**src/rtl/pipeline_hazard_ctrl.sv**
```systemverilog
// rtl/pipeline_hazard_ctrl.sv - load-use bubble insertion and mult/div sequencing for the FD/DX latches
module pipeline_hazard_ctrl #(
  parameter int MAX_CYCLES = 40
) (
  input  logic        clock,
  input  logic        reset_n,
  input  logic [31:0] fd_ir,
  input  logic [31:0] dx_ir,
  input  logic        md_ready,
  input  logic        md_exception,
  output logic        stall_fd,
  output logic        stall_dx,
  output logic        bubble_dx,
  output logic        ctrl_mult,
  output logic        ctrl_div,
  output logic        md_busy,
  output logic        md_write,
  output logic        md_error,
  output logic        md_timeout
);

  localparam int CW = $clog2(MAX_CYCLES + 1);
  localparam logic [CW-1:0] LAST_COUNT = CW'(MAX_CYCLES - 1);

  localparam logic [4:0] OP_RTYPE = 5'b00000;
  localparam logic [4:0] OP_LW    = 5'b01000;
  localparam logic [4:0] ALU_MUL  = 5'b00110;
  localparam logic [4:0] ALU_DIV  = 5'b00111;

  typedef enum logic [1:0] {
    IDLE = 2'd0,
    BUSY = 2'd1,
    DONE = 2'd2
  } state_t;

  state_t        state, state_nxt;
  logic [CW-1:0] count, count_nxt;
  logic          err, err_nxt;
  logic          to, to_nxt;

  logic [4:0] fd_op, fd_rs, fd_rt;
  logic [4:0] dx_op, dx_rd, dx_alu;
  logic       dx_lw, dx_mul, dx_div, load_use;

  // Field bits that no decode here looks at.
  logic unused_ir_bits;
  assign unused_ir_bits = ^{fd_ir[11:7], fd_ir[1:0], dx_ir[21:7], dx_ir[1:0]};

  // R-type reads rs/rt; everything else reads rs and the rd field (e.g. store data).
  assign fd_op  = fd_ir[31:27];
  assign fd_rs  = fd_ir[21:17];
  assign fd_rt  = (fd_op == OP_RTYPE) ? fd_ir[16:12] : fd_ir[26:22];

  assign dx_op  = dx_ir[31:27];
  assign dx_rd  = dx_ir[26:22];
  assign dx_alu = dx_ir[6:2];

  assign dx_lw    = (dx_op == OP_LW);
  assign dx_mul   = (dx_op == OP_RTYPE) && (dx_alu == ALU_MUL);
  assign dx_div   = (dx_op == OP_RTYPE) && (dx_alu == ALU_DIV);
  assign load_use = dx_lw && (dx_rd != 5'd0) && ((dx_rd == fd_rs) || (dx_rd == fd_rt));

  always_ff @(posedge clock or negedge reset_n) begin
    if (!reset_n) begin
      state <= IDLE;
      count <= '0;
      err   <= 1'b0;
      to    <= 1'b0;
    end else begin
      state <= state_nxt;
      count <= count_nxt;
      err   <= err_nxt;
      to    <= to_nxt;
    end
  end

  always_comb begin
    state_nxt  = state;
    count_nxt  = count;
    err_nxt    = err;
    to_nxt     = to;
    stall_fd   = 1'b0;
    stall_dx   = 1'b0;
    bubble_dx  = 1'b0;
    ctrl_mult  = 1'b0;
    ctrl_div   = 1'b0;
    md_busy    = 1'b0;
    md_write   = 1'b0;
    md_error   = 1'b0;
    md_timeout = 1'b0;

    case (state)
      IDLE: begin
        if (dx_mul || dx_div) begin
          ctrl_mult = dx_mul;
          ctrl_div  = dx_div;
          stall_fd  = 1'b1;
          stall_dx  = 1'b1;
          count_nxt = '0;
          state_nxt = BUSY;
        end else if (load_use) begin
          stall_fd  = 1'b1;
          bubble_dx = 1'b1;
        end
      end

      BUSY: begin
        md_busy   = 1'b1;
        stall_fd  = 1'b1;
        stall_dx  = 1'b1;
        count_nxt = count + CW'(1);
        // A result arriving on the last allowed cycle still beats the timeout.
        if (md_ready) begin
          err_nxt   = md_exception;
          to_nxt    = 1'b0;
          state_nxt = DONE;
        end else if (count == LAST_COUNT) begin
          err_nxt   = 1'b1;
          to_nxt    = 1'b1;
          state_nxt = DONE;
        end
      end

      DONE: begin
        // DX still holds the finished mul/div here; returning to IDLE without a
        // start pulse lets it leave DX on this edge.
        md_write   = 1'b1;
        md_error   = err;
        md_timeout = to;
        state_nxt  = IDLE;
      end

      default: begin
        state_nxt = IDLE;
      end
    endcase

    if (!reset_n) begin
      stall_fd   = 1'b0;
      stall_dx   = 1'b0;
      bubble_dx  = 1'b0;
      ctrl_mult  = 1'b0;
      ctrl_div   = 1'b0;
      md_busy    = 1'b0;
      md_write   = 1'b0;
      md_error   = 1'b0;
      md_timeout = 1'b0;
    end
  end

endmodule
```
**config.mk**
```make
export PLATFORM = sky130hd
export DESIGN_NAME = pipeline_hazard_ctrl
export DESIGN_NICKNAME = d
export VERILOG_FILES = /design/src/rtl/pipeline_hazard_ctrl.sv
export SDC_FILE = /design/constraint.sdc
export NUM_CORES = 1
export LEC_CHECK = 0
export ABC_CLOCK_PERIOD_IN_PS = 2600
export BUFFER_PORTS_ARGS = -buffer_cell sky130_fd_sc_hd__buf_4
export CAP_MARGIN = 5
export CORE_MARGIN = 2
export CORE_UTILIZATION = 36
export CTS_CLUSTER_DIAMETER = 50
export DETAILED_ROUTE_END_ITERATION = 16
export GPL_TIMING_DRIVEN = 0
export PLACE_DENSITY = 0.8
export SETUP_SLACK_MARGIN = 0.02
export SLEW_MARGIN = 20
export SYNTH_ARGS = -nofsm -noshare
export SYNTH_HDL_FRONTEND = slang
export SYNTH_SLANG_ARGS = --single-unit
```
**constraint.sdc**
```tcl
create_clock -name clock -period 2.6 [get_ports clock]
set_input_delay 0.26 -clock clock [delete_from_list [all_inputs] [get_ports clock]]
set_output_delay 0.26 -clock clock [all_outputs]
set_load 0.01 [all_outputs]
```
-- Word level (Yosys, flattened, before mapping)
Cells that the tools add are included.
- add/sub/neg operators: 1
- $mul: 0
- divide/modulo/power cells: 0
- magnitude comparators: 0
- equality and inequality tests: 10
- shift-type cells: 0
- mux-type cells: 34
- bitwise logic cells: 0
- reductions and logical operators: 15
- operator list (kind ; number):
    1-bit two-way mux ; 25
    6-bit case mux with 2 select lines ; 1
    5-bit by 3-bit equality test with 1-bit output, second input constant ; 2
    5-bit equality test ; 2
    5-bit logical NOT ; 2
    6-bit by 1-bit adder with 6-bit output, second input constant ; 1
    6-bit equality test, second input constant ; 1
    2-bit two-way mux ; 3
    6-bit two-way mux ; 1
    2-bit AND reduction ; 3
    5-bit by 4-bit equality test with 1-bit output, second input constant ; 1
    5-bit two-way mux ; 1
    5-bit nonzero test ; 1
    1-bit logical AND ; 4
    1-bit case mux with 2 select lines ; 2
    2-bit case mux with 2 select lines ; 1
    2-bit nonzero test ; 2
    3-bit != test, second input constant ; 1
    2-bit by 1-bit equality test with 1-bit output, second input constant ; 1
    2-bit equality test, second input constant ; 1
    2-bit logical NOT ; 1
    1-bit logical OR ; 2
    2-bit != test, second input constant ; 1
- flip-flop bits (word level): 10
- bits in latches: 0
- RAM bits: 0
- ROM bits: 0
- output and inout bits: 9
- word-level logic and storage cells: 64
- memories: 0

-- Logic depth before layout (Yosys ltp)
- depth after elaboration: 9
- depth in mapped cells: 7
- mapped depth without buffers: 6

-- Least setup slack after synthesis
No wires, ideal clock.
- path type: input to output
- from: input fd_ir[27]
- to: output bubble_dx
- arrival: 1794 ps
- slack: 546 ps
- stages on the path: 6
- path buffers: 0
- path through: or4_4 > nor2_2 > mux2i_1 > xor2_1 > a41oi_2 > nor3b_2
- cells in the longest elaborated chain, start to end: 9
- ends and longest elaborated chain (item ; RTL line ; source):
    from (decl) ; 7 ; input logic [31:0] fd_ir,
    5-bit logical NOT ; 52 ; assign fd_rt = (fd_op == OP_RTYPE) ? fd_ir[16:12] : fd_ir[26:22];
    5-bit two-way mux ; 52 ;
    5-bit equality test ; 61 ; assign load_use = dx_lw && (dx_rd != 5'd0) && ((dx_rd == fd_rs) || (dx_rd == fd_rt));
    1-bit logical OR ; 61 ;
    1-bit logical AND ; 61 ;
    1-bit two-way mux ; 101 ; end else if (load_use) begin
    1-bit two-way mux ; 94 ; if (dx_mul || dx_div) begin
    1-bit two-way mux ; 92 ; case (state)
    1-bit two-way mux ; 138 ; if (!reset_n) begin
    to (decl) ; 13 ; output logic bubble_dx,
No other way between the ends.

-- Final worst setup path
Ends and elaborated chain as after synthesis.

==> summary.md <==
| Metric | Value |
|---|---|
| Sequential cell area | roughly 250 um^2 |
| CP most frequent cell | buf_4 |
| I/O pins | 77 |
| Inst Count DP | between 150 and 200 |
| Data arrival, critical path | about 2.1 ns |
| Leak | around 0.55 nW |
| IO buf count | between 40 and 50 |
| Synth area leaders | dfrtp_1 (32%), xor2_1 (6.6%), nor2b_1 (6.3%) |
| Clk buf depth | 2 |
| Routed Antenna Nets | 0 |
| Crit Path Category | in2out |
| Antenna violations before repair | 0 |
| Final Util | 59.9% |
| CTS tree | yes |
| Vias in the first global route | ~800 |
| Die height | 50.9 um |
| RSZ-0062 raised after global routing | false |
| Yosys cell types | 36 |
| Yosys reg bits | 10 |
| CTS sink count | 10 |
| Post CTS Setup Buffer Count | 0 |
| Final Critical Period | 2.38 ns |
| Initial DRC count | 11 |
| Die Wd | 50.9 um |
| Crit-path max FO | 3 |
| Setup TNS | 0 ns |
| Startpoint class of the critical path | input pin |
| Seq/Total Area, Yosys | about a third |
| Vias | roughly 900 |
| Most frequent cells in the layout | buf_4 (47), dfrtp_1 (10), nor2_1 (8), nor2b_1 (8), o21ai_0 (8) |
| Setup ws final | approximately 0.22 ns |
| Cells after synthesis | between 90 and 100 |
| Largest net degree at the start of global routing | 14 |
| Detailed Place HPWL | ~1.7 mm |
| Via density | 5.17 |
| Crit path max-delay family | simple AND/OR/NAND/NOR gates |
| CP Buf/Inv Count | 2 |
| Max Slew Vio Count | 0 |
| Final Hold Viols | 0 |
| Antenna diode count | 0 |
| Tcrit/Tclk final | roughly nine tenths |
| Share of the synthesized area in the top cell type | 31.6% |
| Setup crit end kind | output pin |
| GRT Overall Usage | around 17% |
| Post-CTS sizing | 0 |
| Fill cells | 181 |
| Max-slew headroom | about three quarters |
| Routed WL | about 2 mm |
| Hold Buf Count CTS | 1 |
| Global route total overflow | 0 |
| Die Area | 2590 um^2 |
| Yosys warns | 0 |
| MaxCap Viol Count | 0 |
| CTS buffer count | 3 |
| Worst min-delay path category | in2reg |
| Least-Margin Pin Slew | 0.362 ns |
| DR DRC count | 0 |
| Syn_nets | 161 |
| Root buffer cell | clkbuf_4 |
| TritonRoute pass-1 iters | 4 |
| Pre-CTS setup slack | roughly 0.20 ns |
| Non-Filler Instances | between 150 and 200 |
| H-tree Lvls | 1 |
| Achievable frequency | 419 MHz |
| Avg WL per Cell | ~12 um |
| Synthesized area | 792 um^2 |
| CP max stage cell | or4_4 |
| Initial Util | about two fifths |
| Largest stage delay on the critical path | about 0.55 ns |
| Worst Skew | between 0.002 and 0.0025 ns |
| Ratio of cells with drive above 1 in the final layout | approximately two fifths |
| Syn_area_per_cell | between 8 and 9 um^2 |
| Commonest non-fill, non-tap cell in the layout | buf_4 |
| Clock Latency Late Sink | approximately 0.26 ns |
| Worst-path clk slew | around 0.060 ns |
| Peak supply drop | roughly 0.00038 V |
| First-pass GRT wire length | 3.51 mm |
| Core box area | between 2000 and 2500 um^2 |
| Critical Path, Cell by Cell | buf_4 > or4_4 > nor2_2 > mux2i_1 > xor2_1 > a41oi_2 > nor3b_2 > buf_4 |
| Area delta synth->final | 52.9% |
| Top cell type by total area after synthesis | dfrtp_1 |
| GP Congestion | between 0.7 and 0.8 |
| Multi-input gate area | about 530 um^2 |
| Setup violations, final | 0 |
| Status | complete, no violations |
| Worst EP required | between 2 and 2.5 ns |
| Nets | about 210 |
| PD cells | around 470 nW/um^2 |
| Cell Rows | 16 |
cells in the mapped netlist (all sizes together):
cell type  number
nand2b          2
o21ai           9
o22ai           2
a22o            1
o21a            1
nand2           7
nand4           2
and3            1
a41oi           2
o22a            1
nor3            1
or2             1
mux2i           3
clkbuf          1
dfrtp          10
ha              1
nor2            9
and2            3
a31oi           1
a21oi           1
nor4            4
inv             3
nand3           3
xor2            6
nor2b           8
a311oi          1
xnor2           3
nor3b           1
o211ai          1
or4             2
o2111ai         1
power by group:
group          switching (mW)  internal, mW
Combinational          0.0848         0.110
Sequential             0.0589         0.218
Clock                  0.0497        0.0534
Total                   0.193         0.381
stage by stage:
stage	area (um^2)	hold slack, ns	power [mW]
final	1210	0.216	0.575
after global routing	1210	0.226	0.627
after CTS	1210	0.208	0.582
after detailed placement	1180	0.105	0.473
after global placement	1180	0.101	0.461
after floorplan	792	-0.0356	0.380
flip-flops by register name (all words and copies together), names as in the netlist:
signal,flops
count,6
err,1
state,2
to,1
cells by family after synthesis:
logic type	after synthesis	synth area share [%]
AOI/OAI and AO/OA	21	19.4
buffers and inverters	4	1.90
xor gates and xnor gates	9	9.95
adders and majority gates	1	1.58
muxes	3	3.79
and+or+nand+nor	44	31.8
DFF	10	31.6
cell type report:
cell class                 instances  share of cell area [%]
buffer                             1                   0.310
multi-input combinational         78                    43.5
sequential                        10                    20.7
inverter                           3                   0.930
clock buffer                       3                    1.86
tap                               27                    2.79
timing repair buffer              48                    30.0
per-layer routing:
metal	GRT usage, %	part of all wire, %	vias up
met5	0	0	-
met4	8.11	2.0	0
met2	29.9	48	36
met1	21.2	41	401
li1	-	-	438
met3	2.34	9.2	4
path summary, 6_finish.rpt:
check                                      from                    to  slack [ns]  cells past startpoint
setup / recovery                      fd_ir[27]             bubble_dx        0.22                      8
hold / removal                     md_exception       err$_DFFE_PN0P_        0.22                      2
setup reg to reg           state[0]$_DFFE_PN0P_  count[5]$_DFFE_PN0P_        1.21                      5
hold reg to reg            count[5]$_DFFE_PN0P_  count[5]$_DFFE_PN0P_        0.50                      1
max in group asynchronous               reset_n  state[1]$_DFFE_PN0P_        2.08                      2
min in group asynchronous               reset_n  count[0]$_DFFE_PN0P_        0.37                      2
Note: power is estimated with default switching activity, not from simulation.
